<file path="config.mk">
export PLATFORM = sky130hd
export DESIGN_NAME = halt_monitor
export DESIGN_NICKNAME = d
export VERILOG_FILES = /design/src/rtl/halt_monitor_pkg.sv /design/src/rtl/halt_monitor_sat_counter.sv /design/src/rtl/halt_monitor.sv
export SDC_FILE = /design/constraint.sdc
export NUM_CORES = 1
export LEC_CHECK = 0
export CELL_PAD_IN_SITES_DETAIL_PLACEMENT = 2
export CELL_PAD_IN_SITES_GLOBAL_PLACEMENT = 2
export CORE_MARGIN = 2
export CORE_UTILIZATION = 25
export CTS_CLUSTER_SIZE = 25
export DETAILED_ROUTE_END_ITERATION = 12
export PLACE_DENSITY = 0.66
export SLEW_MARGIN = 20
export SYNTH_ARGS = -nofsm -noshare
export SYNTH_HDL_FRONTEND = slang
export SYNTH_HIERARCHICAL = 1
export SYNTH_SLANG_ARGS = --single-unit
</file>
<file path="constraint.sdc">
create_clock -name clk -period 3.7 [get_ports clk]
set_input_delay 0.555 -clock clk [delete_from_list [all_inputs] [get_ports clk]]
set_output_delay 0.555 -clock clk [all_outputs]
set_load 0.02 [all_outputs]
</file>
<file path="src/rtl/halt_monitor_pkg.sv">
// ============================================================================
// Module      : halt_monitor_pkg
// Description : Shared state encoding, halt-pattern constants and helper.
// Revision    : 1.0 - initial release
// ============================================================================
`default_nettype none

package halt_monitor_pkg;

  typedef enum logic [1:0] {
    RUN      = 2'd0,
    SEND_CYC = 2'd1,
    SEND_RET = 2'd2,
    DONE     = 2'd3
  } state_t;

  localparam logic [31:0] HALT_INSTR   = 32'h0000_006F;  // jal x0, 0
  localparam logic [31:0] BUBBLE_INSTR = 32'h0000_0000;
  localparam int          RUN_CNT_W    = 4;

  function automatic logic is_halt_pattern(input logic [31:0] fetch_i,
                                           input logic [31:0] decode_i);
    return (fetch_i == HALT_INSTR) && (decode_i == BUBBLE_INSTR);
  endfunction

endpackage

`default_nettype wire

</file>
<file path="src/rtl/halt_monitor_sat_counter.sv">
// ============================================================================
// Module      : sat_counter
// Description : Enabled up-counter that sticks at all-ones instead of wrapping.
// Revision    : 1.0 - initial release
// ============================================================================
`default_nettype none

module sat_counter #(
  parameter int W = 32
) (
  input  logic         clk,
  input  logic         rst,
  input  logic         en,
  output logic [W-1:0] count
);

  always_ff @(posedge clk) begin
    if (!rst) begin
      count <= '0;
    end else if (en && (count != {W{1'b1}})) begin
      count <= count + 1'b1;
    end
  end

endmodule

`default_nettype wire

</file>
<file path="src/rtl/halt_monitor.sv">
// ============================================================================
// Module      : halt_monitor
// Description : Counts cycles/retirements until halt pattern or timeout, then
//               streams the two counts out over a valid/ready port.
// Revision    : 1.0 - initial release
// ============================================================================
`default_nettype none

module halt_monitor
  import halt_monitor_pkg::*;
#(
  parameter int          CNT_W        = 32,
  parameter int          HALT_CONFIRM = 1,
  parameter logic [31:0] MAX_CYCLES   = 32'd5000
) (
  input  logic             clk,
  input  logic             rst,
  input  logic [31:0]      fetch_instruction,
  input  logic [31:0]      decode_instruction,
  input  logic             retire_valid,
  output logic             halted,
  output logic             timeout,
  output logic             rpt_valid,
  input  logic             rpt_ready,
  output logic [CNT_W-1:0] rpt_data,
  output logic             rpt_last
);

  localparam logic [CNT_W-1:0]     c_cyc_limit = CNT_W'(MAX_CYCLES - 32'd1);
  localparam logic [RUN_CNT_W-1:0] c_confirm   = RUN_CNT_W'(HALT_CONFIRM);

  state_t                 r_state;
  state_t                 w_state_next;
  logic [RUN_CNT_W-1:0]   r_run_cnt;
  logic [RUN_CNT_W-1:0]   w_run_next;
  logic [CNT_W-1:0]       r_cyc_latch;
  logic                   r_timeout;
  logic [CNT_W-1:0]       w_cycles;
  logic [CNT_W-1:0]       w_retired;
  logic                   w_run;
  logic                   w_pattern;
  logic                   w_halt_hit;
  logic                   w_time_hit;

  assign w_run     = (r_state == RUN);
  assign w_pattern = is_halt_pattern(fetch_instruction, decode_instruction);

  // Run length of consecutive pattern cycles, sticking at its maximum.
  always_comb begin
    w_run_next = '0;
    if (w_pattern) begin
      w_run_next = (r_run_cnt == {RUN_CNT_W{1'b1}}) ? r_run_cnt : r_run_cnt + 1'b1;
    end
  end

  // Halt wins over timeout when both land on the same cycle.
  assign w_halt_hit = w_run && w_pattern && (w_run_next >= c_confirm);
  assign w_time_hit = w_run && !w_halt_hit && (w_cycles == c_cyc_limit);

  sat_counter #(.W(CNT_W)) u_cyc_cnt (
    .clk   (clk),
    .rst   (rst),
    .en    (w_run),
    .count (w_cycles)
  );

  sat_counter #(.W(CNT_W)) u_ret_cnt (
    .clk   (clk),
    .rst   (rst),
    .en    (w_run && retire_valid),
    .count (w_retired)
  );

  always_ff @(posedge clk) begin
    if (!rst) begin
      r_state     <= RUN;
      r_run_cnt   <= '0;
      r_cyc_latch <= '0;
      r_timeout   <= 1'b0;
    end else begin
      r_state <= w_state_next;
      if (w_run) begin
        r_run_cnt <= w_run_next;
        if (w_halt_hit || w_time_hit) begin
          r_cyc_latch <= w_cycles;
        end
        if (w_time_hit) begin
          r_timeout <= 1'b1;
        end
      end
    end
  end

  always_comb begin
    w_state_next = r_state;
    rpt_valid    = 1'b0;
    rpt_data     = '0;
    rpt_last     = 1'b0;
    case (r_state)
      RUN: begin
        if (w_halt_hit || w_time_hit) begin
          w_state_next = SEND_CYC;
        end
      end
      SEND_CYC: begin
        rpt_valid = 1'b1;
        rpt_data  = r_cyc_latch;
        if (rpt_ready) begin
          w_state_next = SEND_RET;
        end
      end
      SEND_RET: begin
        rpt_valid = 1'b1;
        rpt_data  = w_retired;
        rpt_last  = 1'b1;
        if (rpt_ready) begin
          w_state_next = DONE;
        end
      end
      DONE: begin
        w_state_next = DONE;
      end
      default: begin
        w_state_next = RUN;
      end
    endcase
  end

  assign halted  = !w_run;
  assign timeout = r_timeout;

endmodule

`default_nettype wire

</file>
==> impl_metrics.yaml <==
run_status:
  outcome: "finished, final reports clean"
route:
  via_density: 5.40
  detail_route.drc_violations: 0
  wirelength_mm: 22.6
  route.detailed.wl_per_inst_um: 20.7
  antenna_violating_nets_post_route: 0
  route.vias.total: 5913
  drtPass1Iterations: 4
  initialDrtViolationCount: 236
floorplan:
  die_y_um: 159
  die_area_um2: 25100
  num_rows: 56
  design.core.area_um2: 23500
  die-width_um: 159
  pin_count: 104
  start_util: 0.254
global_routing:
  global_route_usage_over_all_layers: 0.180
  pin_count_of_the_biggest_net_entering_global_routing: 71
  first_global_vias: 6305
  first_pass_grt_wire_length_mm: 35.1
  number_of_antenna_violations_at_the_first_check_in_global_routing: 0
  overflow: 0
clock_tree:
  clock_sink_count: 103
  clock-root-buffer: "clkbuf_16"
  post_cts_hold_buffer_count: 0
  clock_path_buffers: 2
  cts_buffers: 9
  postCtsResizedCells: 0
  cts.htree.levels: 3
  insertion_delay_ns: 0.36
  clock_tree_from_tritoncts: "yes"
  clkSlewWorstSetupHoldPaths_ns: 0.07
  postCtsSetupRepairBufs: 0
critical_path:
  cp_max_fo: 17
  r2r.worst_path.cells: 9
  critPathRequiredTime_ns: 3.14
  critical_path_arrival_ns: 2.70
  cp_cell_sequence: "inv_1 > ha_1 > buf_4 > a22oi_1 > nor2b_1 > clkdlybuf4s50_1"
  crit_path_end_kind: "output pin"
  cp_slowest_stage_delay_ns: 0.67
  setup.worst_path.start_class: "flop"
  critical_path.slowest_cell: "ha_1"
  crit_family: "buffers and inverters"
  path_depth: 6
  worstSetupPathType: "reg -> out"
  cp.buffers_inverters: 3
timing:
  rsz_0062_raised_after_global_routing: "no"
  final-setup-viol-count: 0
  tcrit_tclk_final: 0.880
  hold_viol_final: 0
  worst_pin_slew_ns: 0.872
  timing.hold.ws_ns: 0.482
  final_critical_path_time_including_i_o_delays_and_setup_ns: 3.26
  finalClockSkew_ns: 0.00734
  drv_slew: 0
  slew_headroom: 0.412
  finalSetupTns_ns: 0
  post-route-worst-setup-slack_ns: 0.442
  clock.fmax_mhz: 307
job:
  maxCapViolCount: 0
synth:
  fraction_of_synthesis_flops_using_an_asynchronous_set_or_reset_pin: 0
  number_of_flops_mapped_to_enable_cells_by_yosys: 0
  synth_top_area_share: 0.345
  postSynth.topFlopCell: "dfxtp_1"
  synth_area_um2: 5970
  yosysSeqAreaShare: 0.345
  synth-seq-cells: 103
  synth_top_cells_by_area: "dfxtp_1 35%, mux2i_1 7.7%, nor2b_1 6.8%"
  synthesis.nets: 757
  syn-mean-instance-area_um2: 8.76
  post-synth-top-area-cell: "dfxtp_1"
  unique_cell_type_count_in_the_yosys_netlist: 60
  synth_cells: 682
  synth_warnings: 6
pwr:
  leakage_power_nw: 2.43
  worst_ir_drop_vdd_mv: 0.198
  powerDensity_nw_per_um2: 288
  finalPower_mw: 2.20
placed_design:
  place.gp.congestion: 0.764
  place_hpwl_mm: 17.0
  dp_worst_setup_slack_ns: 0.538
  placed_cells: 1078
  port_buffers: 103
final_layout:
  synthToLayoutAreaGrowth_pct: 27.5
  nFillCells: 2631
  final_layout_size_suffix_gt1_frac: 0.0761
  antennaDiodeCount: 0
  nets: 845
  stdcell_count: 1094
min_path:
  worst_hold_path_type: "reg -> reg"
  hold_path_depth: 2
layer usage:
layer,track usage,up-vias,routed length (um)
li1,-,2784,-
met1,0.222,2946,9960
met2,0.315,148,11000
met3,0.0310,35,1130
met4,0.0592,0,481
met5,0,-,0
cell families (layout without fill, tap and decap cells):
| group | count (synthesis) | count (layout) | share of synthesized area |
|---|---|---|---|
| simple gates | 327 | 327 | 0.345 |
| compound gates | 137 | 137 | 0.165 |
| flops | 103 | 103 | 0.345 |
| buf+inv | 52 | 145 | 0.0387 |
| mux | 46 | 46 | 0.0771 |
| xor+xnor | 10 | 10 | 0.0147 |
| fa+ha+maj | 7 | 7 | 0.0147 |
cell type report:
class	instances	area, um^2	share of cell area
well taps	319	399	0.0524
clock buffers	10	229	0.0301
repair buffers	120	1150	0.151
multi-input cells	527	3690	0.485
clock inverters	6	45.0	0.00592
flip-flops and latches	103	2060	0.271
inverters	9	33.8	0.00444
power breakdown:
part           switching, mW  total (mW)  internal (mW)  leakage, nW
registers            0.00875        1.12           1.11        0.830
clock network          0.470       0.932          0.462        0.126
logic                 0.0587       0.143         0.0838         1.48
Yosys cell counts (12+ instances only):
cell type	number
nand3_1	28
nand2_1	39
nor2_1	21
nor2b_1	65
a22oi_1	32
nor4_1	34
nand2b_1	20
or4_1	22
o31ai_1	22
and4_1	12
a21oi_1	33
clkbuf_1	34
nand4_1	31
dfxtp_1	103
mux2i_1	46
or3_1	12
worst paths after layout:
| path | start | end | slack, ns |
|---|---|---|---|
| worst max-delay path | r_state[1] | rpt_data[23] | 0.44 |
| worst min-delay path | r_cyc_latch[4] | r_cyc_latch[4] | 0.48 |
| worst max register to register | r_state[0] | u_ret_cnt/count[29] | 0.80 |
| worst min register to register | r_cyc_latch[4] | r_cyc_latch[4] | 0.48 |
flip-flops by register name, summed over array words and instances (netlist names):
signal,cells
r_cyc_latch,32
u_cyc_cnt/count,32
u_ret_cnt/count,32
r_run_cnt,4
r_state,2
timeout,1
through the flow:
step / area, um^2 / utilization
CTS: 7610 / 0.324
floorplan: 5970 / -
global placement: 7340 / 0.313
finish: 7610 / 0.324
detailed placement: 7340 / 0.313
global route: 7610 / 0.324
placed cells by master (no fill, tap or decap), types with 4 or more instances in the layout:
cell and n:
a21oi_1 33, a22oi_1 32, and2_1 5, and3_1 6
and4_1 12, buf_4 17, clkbuf_16 9, clkdlybuf4s50_1 102
dfxtp_1 103, ha_1 7, inv_1 9, mux2i_1 46
nand2_1 39, nand2b_1 20, nand3_1 28, nand3_2 4
nand4_1 31, nor2_1 21, nor2b_1 65, nor3_1 6
nor4_1 32, nor4_2 6, nor4b_1 4, o211ai_1 4
o21ai_0 8, o311ai_0 4, o31ai_1 22, o41ai_1 6
or3_1 12, or4_1 22, or4_4 4, xnor2_1 8
tightest hold or removal path: stages (launching register included):
cell and delay [ns]:
dfxtp_1 0.32, nand2_1 0.05, a21boi_0 0.07
No activity file was read; power rests on OpenSTA's default activity.
